$ cat src/rtl/alu_seq.sv
// -----------------------------------------------------------------------------
// alu_seq -- 32-bit ALU operation sequencer over an external 16-bit ALU.
//
// Accepts one request (ADD32 / SUB32 / AND32 / XOR32) through a valid/ready
// handshake, runs it as two 16-bit passes through an external combinational
// ALU (low half, then high half with carry chained), then holds the result
// until the consumer takes it.
//
// Ports:
//   clk, rst_n             clock (rising edge), asynchronous active-low reset
//   req_valid/req_ready    request handshake
//   req_op[1:0]            00 ADD32, 01 SUB32, 10 AND32, 11 XOR32
//   req_a, req_b [31:0]    operands
//   rsp_valid/rsp_ready    response handshake
//   rsp_data[31:0]         result
//   rsp_carry              carry out of bit 31 (SUB32: 1 = no borrow)
//   alu_enable, alu_sel    external ALU enable and select (0000/0011/0100)
//   alu_a, alu_b, alu_c    external ALU operand words and carry-in
//   alu_res, alu_cout      external ALU result and carry-out
//   rsp_ovf                signed overflow (only with ALU_SEQ_OVF_EN)
//
// Build option: define ALU_SEQ_OVF_EN to add the rsp_ovf output.
// -----------------------------------------------------------------------------
module alu_seq (
   input  logic        clk,
   input  logic        rst_n,
   input  logic        req_valid,
   output logic        req_ready,
   input  logic [1:0]  req_op,
   input  logic [31:0] req_a,
   input  logic [31:0] req_b,
   output logic        rsp_valid,
   input  logic        rsp_ready,
   output logic [31:0] rsp_data,
   output logic        rsp_carry,
   output logic        alu_enable,
   output logic [3:0]  alu_sel,
   output logic [15:0] alu_a,
   output logic [15:0] alu_b,
   output logic        alu_c,
   input  logic [15:0] alu_res,
   input  logic        alu_cout
`ifdef ALU_SEQ_OVF_EN
   ,output logic       rsp_ovf
`endif
);

   typedef enum logic [1:0] {
      ST_IDLE = 2'd0,
      ST_LO   = 2'd1,
      ST_HI   = 2'd2,
      ST_RESP = 2'd3
   } state_e;

   typedef enum logic [1:0] {
      OP_ADD = 2'b00,
      OP_SUB = 2'b01,
      OP_AND = 2'b10,
      OP_XOR = 2'b11
   } op_e;

   state_e      state_q, state_d;
   op_e         op_q, op_d;
   logic [31:0] a_q, a_d;
   logic [31:0] b_q, b_d;
   logic [31:0] res_q, res_d;
   logic        carry_q, carry_d;
`ifdef ALU_SEQ_OVF_EN
   logic        ovf_q, ovf_d;
`endif

   logic [31:0] b_eff;    // b' : inverted for SUB32 (two's complement with carry-in 1)
   logic        is_arith;
   logic [3:0]  op_sel;

   always_comb begin
      b_eff    = (op_q == OP_SUB) ? ~b_q : b_q;
      is_arith = (op_q == OP_ADD) || (op_q == OP_SUB);
      unique case (op_q)
         OP_AND:  op_sel = 4'b0011;
         OP_XOR:  op_sel = 4'b0100;
         default: op_sel = 4'b0000;
      endcase
   end

   always_comb begin
      // NOTE: every output and next-state value gets a default first so no path leaves it unassigned (no latches).
      state_d    = state_q;
      op_d       = op_q;
      a_d        = a_q;
      b_d        = b_q;
      res_d      = res_q;
      carry_d    = carry_q;
`ifdef ALU_SEQ_OVF_EN
      ovf_d      = ovf_q;
`endif
      req_ready  = 1'b0;
      rsp_valid  = 1'b0;
      alu_enable = 1'b0;
      alu_sel    = 4'b0000;
      alu_a      = 16'h0000;
      alu_b      = 16'h0000;
      alu_c      = 1'b0;

      unique case (state_q)
         ST_IDLE: begin
            req_ready = 1'b1;
            if (req_valid) begin
               op_d    = op_e'(req_op);
               a_d     = req_a;
               b_d     = req_b;
               state_d = ST_LO;
            end
         end
         ST_LO: begin
            alu_enable   = 1'b1;
            alu_sel      = op_sel;
            alu_a        = a_q[15:0];
            alu_b        = b_eff[15:0];
            alu_c        = (op_q == OP_SUB);
            res_d[15:0]  = alu_res;
            carry_d      = alu_cout;
            state_d      = ST_HI;
         end
         ST_HI: begin
            alu_enable    = 1'b1;
            alu_sel       = op_sel;
            alu_a         = a_q[31:16];
            alu_b         = b_eff[31:16];
            // Logic ops must not see a stale low-half carry.
            alu_c         = is_arith & carry_q;
            res_d[31:16]  = alu_res;
            carry_d       = is_arith & alu_cout;
`ifdef ALU_SEQ_OVF_EN
            // a31 ^ b'31 ^ sum31 recovers the carry into bit 31; overflow is that XOR carry-out.
            ovf_d         = is_arith & (a_q[31] ^ b_eff[31] ^ alu_res[15] ^ alu_cout);
`endif
            state_d       = ST_RESP;
         end
         ST_RESP: begin
            rsp_valid = 1'b1;
            if (rsp_ready) state_d = ST_IDLE;
         end
         default: state_d = ST_IDLE;
      endcase
   end

   // NOTE: sequential state uses non-blocking assignments only; blocking here would race with readers of these flops.
   always_ff @(posedge clk or negedge rst_n) begin
      // NOTE: all operand/result registers are few and must read 0 in reset, so every flop is reset.
      if (!rst_n) begin
         state_q <= ST_IDLE;
         op_q    <= OP_ADD;
         a_q     <= '0;
         b_q     <= '0;
         res_q   <= '0;
         carry_q <= 1'b0;
`ifdef ALU_SEQ_OVF_EN
         ovf_q   <= 1'b0;
`endif
      end else begin
         state_q <= state_d;
         op_q    <= op_d;
         a_q     <= a_d;
         b_q     <= b_d;
         res_q   <= res_d;
         carry_q <= carry_d;
`ifdef ALU_SEQ_OVF_EN
         ovf_q   <= ovf_d;
`endif
      end
   end

   assign rsp_data  = res_q;
   assign rsp_carry = carry_q;
`ifdef ALU_SEQ_OVF_EN
   assign rsp_ovf   = ovf_q;
`endif

endmodule

$ cat config.mk
export PLATFORM = sky130hd
export DESIGN_NAME = alu_seq
export DESIGN_NICKNAME = d
export VERILOG_FILES = /design/src/rtl/alu_seq.sv
export SDC_FILE = /design/constraint.sdc
export NUM_CORES = 1
export LEC_CHECK = 0
export ABC_AREA = 0
export CORE_MARGIN = 4
export CORE_UTILIZATION = 49
export DETAILED_ROUTE_END_ITERATION = 8
export GPL_TIMING_DRIVEN = 0
export PLACE_DENSITY = 0.92
export SLEW_MARGIN = 15
export SYNTH_ARGS = -nofsm -noshare
export SYNTH_HDL_FRONTEND = slang
export SYNTH_SLANG_ARGS = --single-unit
$ cat constraint.sdc
create_clock -name clk -period 3.8 [get_ports clk]
set_input_delay 0.76 -clock clk [delete_from_list [all_inputs] [get_ports clk]]
set_output_delay 0.76 -clock clk [all_outputs]
set_load 0.005 [all_outputs]
== Yosys cells after proc, flatten, opt, wreduce, memory -nomap -nowiden ==
Cells that the tools add are included.

* Input bits: 87
* Memory bits (read-only): 0
* Latch bits: 0
* Bits in writable memories: 0
* Bits in registers: 101
* Output and inout port bits: 73
* Word-level logic and storage cells: 38
* Memories: 0

* Add/subtract/negate cells: 0
* Reductions and logical operators: 7
* Multipliers: 0
* Equal/unequal tests: 8
* $lt $le $gt $ge: 0
* Div/mod/pow operators: 0
* Bitwise gates (word level): 3
* Mux-type cells: 13
* Shift operators: 0

{| class="wikitable"
|+ Operator list
! cell !! number
|-
| $pmux W16 S2 || 2
|-
| $mux W32 || 1
|-
| $not A32 Y32 || 1
|-
| $eq A2 B2 Y1 const B || 4
|-
| $pmux W2 S4 || 1
|-
| $pmux W3 S2 || 1
|-
| $eq A2 B1 Y1 const B || 2
|-
| $logic_not A2 Y1 || 2
|-
| $mux W2 || 2
|-
| $mux W4 || 1
|-
| $ne A2 B2 Y1 const B || 2
|-
| $pmux W1 S2 || 2
|-
| $reduce_and A2 Y1 || 2
|-
| $mux W1 || 3
|-
| $and A1 B1 Y1 || 2
|-
| $reduce_bool A2 Y1 || 1
|-
| $reduce_or A2 Y1 || 1
|-
| $logic_or A1 B1 Y1 || 1
|}

== Logic depth before layout (Yosys ltp) ==
Gate-level depths: netlist of run 1.

* Word-level depth: 4
* Gate-level depth with buffers: 7
* Gate-level depth less buffers: 5

== Least setup slack after synthesis of run 1 ==
Ideal clock, no wire load.

* Path type: reg2out
* Start: register state_q[0]
* End: output alu_b[10]
* Slack: 1657 ps
* Cell stages (with the launch flop): 6
* Arrival: 1383 ps
* Cells stage by stage: dfrtp_1 -> inv_1 -> ha_1 -> nand2_1 -> clkbuf_1 -> o22ai_1

* Longest elaborated chain between the ends: 2

{| class="wikitable"
|+ RTL lines
! element !! line !! text
|-
| from (decl) || 62 || <nowiki>state_e state_q, state_d;</nowiki>
|-
| from (signal assigned) || 162 || <nowiki>state_q <= state_d;</nowiki>
|-
| $eq A2 B2 Y1 / $eq A2 B1 Y1 (equally long branches) || 105 || <nowiki>unique case (state_q)</nowiki>
|-
| $pmux W16 S2 * || 105 ||
|-
| to (decl) || 39 || <nowiki>output logic [15:0] alu_b,</nowiki>
|}

Mark *: on every way between the ends. The rest lies on a longest branch, timed or not.

== Final worst setup path of run 1 ==
* Start: register state_q[0]
* End: output alu_b[12]

Same word-level chain as after synthesis.

==> results.ini, run 1 <==
[outcome]
status=finished clean

[hold_path]
hp-class=in -> async

[synth]
synth_area_per_cell_um2=13.93
synth_top_area_share_pct=55.15
ys.flop_type=dfrtp_1
syn_nets=420
syn_inst=329
yosysTopAreaCell=dfrtp_1
synth_area_mm2=0.004583
synthArstFlopShare_pct=100.0
yosysWarnings=0
synth_edf_count=0
seq_area_frac_synth_pct=55.15
synth_top_cells_by_area=dfrtp_1 (55%), mux2_2 (14%), mux2_1 (9.8%)
synth.ff_latch_count=101
synth.distinct_cells=25

[route]
vias=3220
routed_wl_um=11570
ant_nets=0
first_pass_iters=4
drcViolationCount=0
dr.first_iter.drc_count=78
viasPerCell=5.236
avgRoutedWirePerCell_um=18.81

[sta]
slew_violations=0
grt_setup_unrepaired=no
fin_crit_ns=3.363
fin_crit_sh_pct=88.51
hold_viol_final=0
clock_skew_ns=0.01166
setup_viol=0
clock.fmax_mhz=297.3
final.setup.worst_slack_ns=0.4365

[layout]
syn_to_final_growth_pct=42.12
antenna_cells=0
num-fill-cells=612
multi_input_area_mm2=0.001853
nets=590
drive_gt1_share_pct=19.64
ff_latch_area_mm2=0.002527

[place]
dp_slack_ns=0.8240
dp_hpwl_um=8791
io_buffers=158
gp_congestion=0.8007

[power]
cellPowerDensity_mw_per_mm2=863.3
p_leak_nw=2.628
peakVddDrop_v=0.0004885
power_mw=5.624

[floorplanning]
die-width_um=104.7
start_util_pct=50.08
die-area_mm2=0.01096
ios=160
fp-row-count=35
die_h_um=104.7
core_mm2=0.009153

[grt]
grtUsageTotal_pct=21.78
grt-ovfl-total=0
antenna_found_initial=0
grt_pass1_vias=3678
grt_max_degree=63
grt_pass1_wl_um=18890

[clock_tree]
cts_hold_buf=0
post_cts_buffers=0
cts_tree=yes
path_clk_slew_ns=0.10
clock_sinks=101
clock_path_buffers=2
cts_root_buf=clkbuf_8
worstSkewPairLatency_ns=0.37
post_cts_resized=0
numCtsBuffers=9
htree_levels=3

[flow_run]
drv_cap=0

[worst_setup_path]
critPathSlowestCell=clkdlybuf4s50_1
slowest_delay_ns=0.54
path_cells=inv_1 > ha_1 > nand2_1 > clkbuf_1 > o22ai_1 > clkdlybuf4s50_1
crit_type=reg -> out
critPathRequiredTime_ns=3.04
cp.arrival_ns=2.60
crit_fanout=10
worst_setup_path_end_kind=output port
start_kind=register

-- Yosys cell counts (2+ instances only) --
library cell,count
buf_2,10
nor2b_1,17
clkbuf_1,4
dfrtp_1,101
buf_4,6
buf_6,2
ha_1,4
a22oi_1,17
buf_12,2
xnor2_1,32
mux2_1,40
o22ai_1,16
inv_1,4
mux2_2,59
nand2_1,5
-- worst paths after layout --
kind                                   end  slack (ns)  cells past startpoint  startpoint
worst max-delay path             alu_b[12]        0.44                      6  state_q[0]
min in group clk                    a_q[3]        0.51                      1      a_q[3]
worst max register to register      a_q[4]        2.04                      6  state_q[0]
max in group asynchronous       state_q[1]        2.89                      2       rst_n
worst min register to register      a_q[3]        0.51                      1      a_q[3]
worst min-delay path                b_q[9]        0.28                      1       rst_n
-- stage by stage --
| step | util [%] | hold slack (ns) | area [µm²] | setup TNS (ns) | cells |
|---|---|---|---|---|---|
| final | 71.17 | 0.2841 | 6514 | 0 | 615 |
| after global routing | 71.17 | 0.2981 | 6514 | 0 | 615 |
| after CTS | 71.17 | 0.2870 | 6514 | 0 | 615 |
| after detailed placement | 69.19 | 0.4846 | 6332 | 0 | 599 |
| after global placement | 68.87 | 0.4759 | 6304 | -170.31 | 598 |
| after floorplan | - | 0.4644 | 4583 | 0 | 329 |
-- cells by family (layout without fill, tap and decap cells) --
kind of cell               after synthesis  in the layout  share of synthesized area [%]
xor gates and xnor gates                32             32                          6.115
muxes                                   99             99                          24.32
buffers and inverters                   29            204                          4.422
other                                    1              1                        0.08182
and+or+nand+nor                         27             27                          3.413
adders and majority gates                4              4                          1.092
DFF                                    101            101                          55.15
AOI/OAI and AO/OA                       36             36                          5.405
-- worst max-delay path: cells and delay by family, from the launching register on --
kind	cells	cell delay, ns
compound gates	1	0.25
flops	1	0.42
simple gates	1	0.24
fa+ha+maj	1	0.42
buf+inv	3	0.92
-- cell usage in the layout, fill, tap and decap left out --
master / synthesis / routed
buf_12: 2 / 2
and3_1: 1 / 1
inv_1: 4 / 4
o32a_1: 1 / 1
mux2_1: 40 / 40
nand3_1: 1 / 1
o21ai_0: 1 / 1
mux2_2: 59 / 59
nor2_1: 1 / 1
buf_2: 10 / 10
a21oi_1: 1 / 1
clkbuf_1: 4 / 4
a22oi_1: 17 / 17
xnor2_1: 32 / 32
nand2_1: 5 / 5
clkinv_4: 0 / 1
nor2b_2: 1 / 1
o22ai_1: 16 / 16
inv_8: 0 / 1
clkbuf_8: 0 / 9
buf_6: 2 / 3
conb_1: 1 / 1
buf_16: 0 / 1
clkdlybuf4s50_1: 0 / 157
inv_6: 0 / 2
buf_4: 6 / 6
nor2b_1: 17 / 17
dfrtp_1: 101 / 101
ha_1: 4 / 4
buf_8: 1 / 1
clkinvlp_4: 0 / 2
nor3b_1: 1 / 1
clkinv_2: 0 / 1
-- sequential cells by signal, summed over array words and instances, names as in the netlist --
name and flops:
op_q 2, state_q 2, rsp_data 32, rsp_carry 1, a_q 32, b_q 32
-- power by group --
group	leakage (nW)	internal, mW	total (mW)	switching, mW
Clock	0.0881	0.248	0.643	0.396
Combinational	1.35	1.86	3.00	1.15
Sequential	1.19	1.63	1.98	0.343
Total	2.63	3.74	5.62	1.89
-- final cells by class --
class | instances | area share, %
flip-flops and latches | 101 | 38.80
repair buffers | 159 | 24.72
plain buffers | 25 | 2.881
multi-input cells | 199 | 28.45
clock buffers | 9 | 1.902
inverters | 4 | 0.2305
clock inverters | 7 | 0.8836
well taps | 111 | 2.132
-- per-layer routing --
layer	track usage, %	vias to the layer above	part of all wire [%]
li1	-	1480	-
met1	25.23	1607	40
met2	37.82	117	50
met3	8.894	16	8.3
met4	5.061	0	1.5
met5	0	-	0
(Power assumes the default switching activity.)
==> inputs of run 2 (changes only) <==
--- a/config.mk
+++ b/config.mk
@@ -6,7 +6,7 @@
 export NUM_CORES = 1
 export LEC_CHECK = 0
 export ABC_AREA = 0
-export CORE_MARGIN = 4
+export CORE_MARGIN = 5
 export CORE_UTILIZATION = 49
 export DETAILED_ROUTE_END_ITERATION = 8
 export GPL_TIMING_DRIVEN = 0
==> run 2 against run 1 <==
Clock power up 14%. Routed wire length rose by 0.20%. Setup slack got worse by 0.080 ns. Clock skew shrank 0.00075 ns. Sequential share of layout area fell by 0.21 points. Critical path depth increased by 1. Clock-buffer cell count is the same. Combinational power hardly changed. Register-to-register slack better by 0.02 ns. Die area grew 3.9%. Sequential power hardly changed. Utilization grew 0.056 points. Critical path type unchanged. Largest power group unchanged.
==> results.ini, run 2 (synthesized netlist as in run 1, its figures left out) <==
[outcome]
status=finished clean

[place]
dp_hpwl_um=8661  ; -1.5%
gp_congestion=0.7609  ; -5.0%
post_dp_cell_area_mm2=0.006332  ; unchanged
io_buffers=158  ; unchanged
dp_slack_ns=0.7150  ; -0.1090 ns
placed_cells=599  ; unchanged

[worst_setup_path]
path_cells=inv_1 > ha_1 > clkbuf_1 > nand2_1 > nor2_1 > buf_4 > clkdlybuf4s50_1
r2r.worst_path.cells=6  ; unchanged
cp.arrival_ns=2.68  ; +0.08 ns
critPathSlowestCell=clkdlybuf4s50_1
start_kind=register
r2r_setup_slack_ns=2.06  ; +0.02 ns
crit_fanout=10  ; unchanged
worst_setup_path_end_kind=output port
r2r_start=state_q[0]
slowest_delay_ns=0.49  ; -0.05 ns
r2r-end=a_q[5]
crit_type=reg -> out
critPathRequiredTime_ns=3.04  ; about the same

[clock_tree]
cts_tree=yes
numCtsBuffers=9  ; unchanged
path_clk_slew_ns=0.11  ; about the same
cts_root_buf=clkbuf_8
clock_sinks=101  ; unchanged
worstSkewPairLatency_ns=0.37  ; about the same
post_cts_buffers=0  ; unchanged
clock_path_buffers=2  ; unchanged
post_cts_resized=0  ; unchanged
cts_hold_buf=0  ; unchanged
htree_levels=3  ; unchanged

[sta]
grt_setup_unrepaired=no
hold_viol_final=0  ; unchanged
fin_crit_sh_pct=90.61  ; +2.1 points
slew_violations=0  ; unchanged
clock_skew_ns=0.01092  ; -0.0007483 ns
fin_crit_ns=3.443  ; +0.07965 ns
fin_setup_tns_ns=0  ; unchanged
clock.fmax_mhz=290.4  ; -2.3%
final.setup.worst_slack_ns=0.3569  ; -0.07965 ns
setup_viol=0  ; unchanged

[power]
combPwrFrac_pct=52.8  ; -0.6 points
internal_power_mw=3.811  ; +2.0%
p_seq_share_pct=34.4  ; -0.7 points
switching_share_pct=33.34  ; -0.19 points
p_clk_share_pct=12.9  ; +1.5 points
cellPowerDensity_mw_per_mm2=872.8  ; +1.1%
peakVddDrop_v=0.0004375  ; -10%
switching_power_mw=1.906  ; +1.1%
p_leak_nw=2.646  ; +0.69%
power_mw=5.717  ; +1.7%

[grt]
grt_pass1_vias=3561  ; -3.2%
grt_max_degree=68  ; +7.9%
antenna_found_initial=0  ; unchanged
grt-ovfl-total=0  ; unchanged
grt_pass1_wl_um=18450  ; -2.3%
grtUsageTotal_pct=20.96  ; -0.82 points

[floorplanning]
ios=160  ; unchanged
die_h_um=106.7  ; +1.9%
fp-row-count=35  ; unchanged
die-width_um=106.7  ; +1.9%
core_mm2=0.009196  ; +0.48%
start_util_pct=49.84  ; -0.24 points
die-area_mm2=0.01139  ; +3.9%

[hold_path]
hp-class=in -> async

[layout]
syn_to_final_growth_pct=42.92
stdcell_area_mm2=0.006550  ; +0.56%
layout.cells.non_filler=615  ; unchanged
layout_common_cells=clkdlybuf4s50_1 (157), dfrtp_1 (101), mux2_2 (59), mux2_1 (40), xnor2_1 (32)
antenna_cells=0  ; unchanged
final_common_cell=clkdlybuf4s50_1
nets=590  ; unchanged
drive_gt1_share_pct=19.64  ; unchanged

[route]
top_layer=met4
routed_wl_um=11590  ; +0.20%
vias=3207  ; -0.40%
route.met3.wl_um=1157  ; +21%
viasPerCell=5.215  ; -0.40%
ant_nets=0  ; unchanged
dr.first_iter.drc_count=83  ; +6.4%
avgRoutedWirePerCell_um=18.85  ; +0.20%
first_pass_iters=4  ; unchanged
drcViolationCount=0  ; unchanged
wl_met2_um=5435  ; -6.5%
wl_met1_um=4871  ; +5.2%

[flow_run]
drv_cap=0  ; unchanged

## run 2: changes by cell type in the layout (fill, tap and decap cells not counted), sizes merged
| cell | change |
|---|---|
| clkinvlp | -1 |
| inv | -1 |
| clkinv | +1 |
| bufinv | +1 |
## run 2: area by class of cell
class	count	area, µm²
timing repair buffer	159	1610
fill	627	2646
multi-input combinational	199	1853
inverter	4	15.01
buffer	25	187.7
clock inverter	7	93.84
sequential	101	2527
tap	111	138.9
clock buffer	9	123.9
## run 2: routing by layer
| layer | track usage (%) | up-vias |
|---|---|---|
| li1 | - | 1483 |
| met1 | 25.57 | 1596 |
| met2 | 34.58 | 116 |
| met3 | 8.609 | 12 |
| met4 | 5.388 | 0 |
| met5 | 0 | - |
## run 2: worst max path at each step
stage,cells past startpoint,start,end,slack (ns)
after global routing,7,state_q[0],alu_sel[1],0.19
after CTS,7,state_q[0],alu_sel[1],0.28
after global placement,1,rst_n,rsp_data[28],-1.65
final,7,state_q[0],alu_sel[1],0.36
after floorplan,5,state_q[0],alu_b[10],1.66
after detailed placement,7,state_q[0],alu_sel[1],0.71
## run 2: worst max-delay path, delay by kind of cell (launching register included)
family	cells	cell delay (ns)
adders and majority gates	1	0.42
and+or+nand+nor	2	0.34
DFF	1	0.43
buffers and inverters	4	1.14
## run 2: through the flow
| step | util (%) | hold WS, ns |
|---|---|---|
| final | 71.22 | 0.2705 |
| after global routing | 71.22 | 0.2840 |
| after CTS | 71.22 | 0.2658 |
| after detailed placement | 68.86 | 0.4847 |
| after global placement | 68.54 | 0.4757 |
| after floorplan | - | 0.4644 |
## run 2: power groups by stage
stage	logic [mW]	clock network, mW	registers, mW
4_1_cts	3.07	0.750	1.97
5_1_grt	3.27	0.795	2.04
3_3_place_gp	2.99	0	1.94
6_report	3.02	0.735	1.97
2_1_floorplan	1.69	0	1.93
3_5_place_dp	3.05	0	1.99
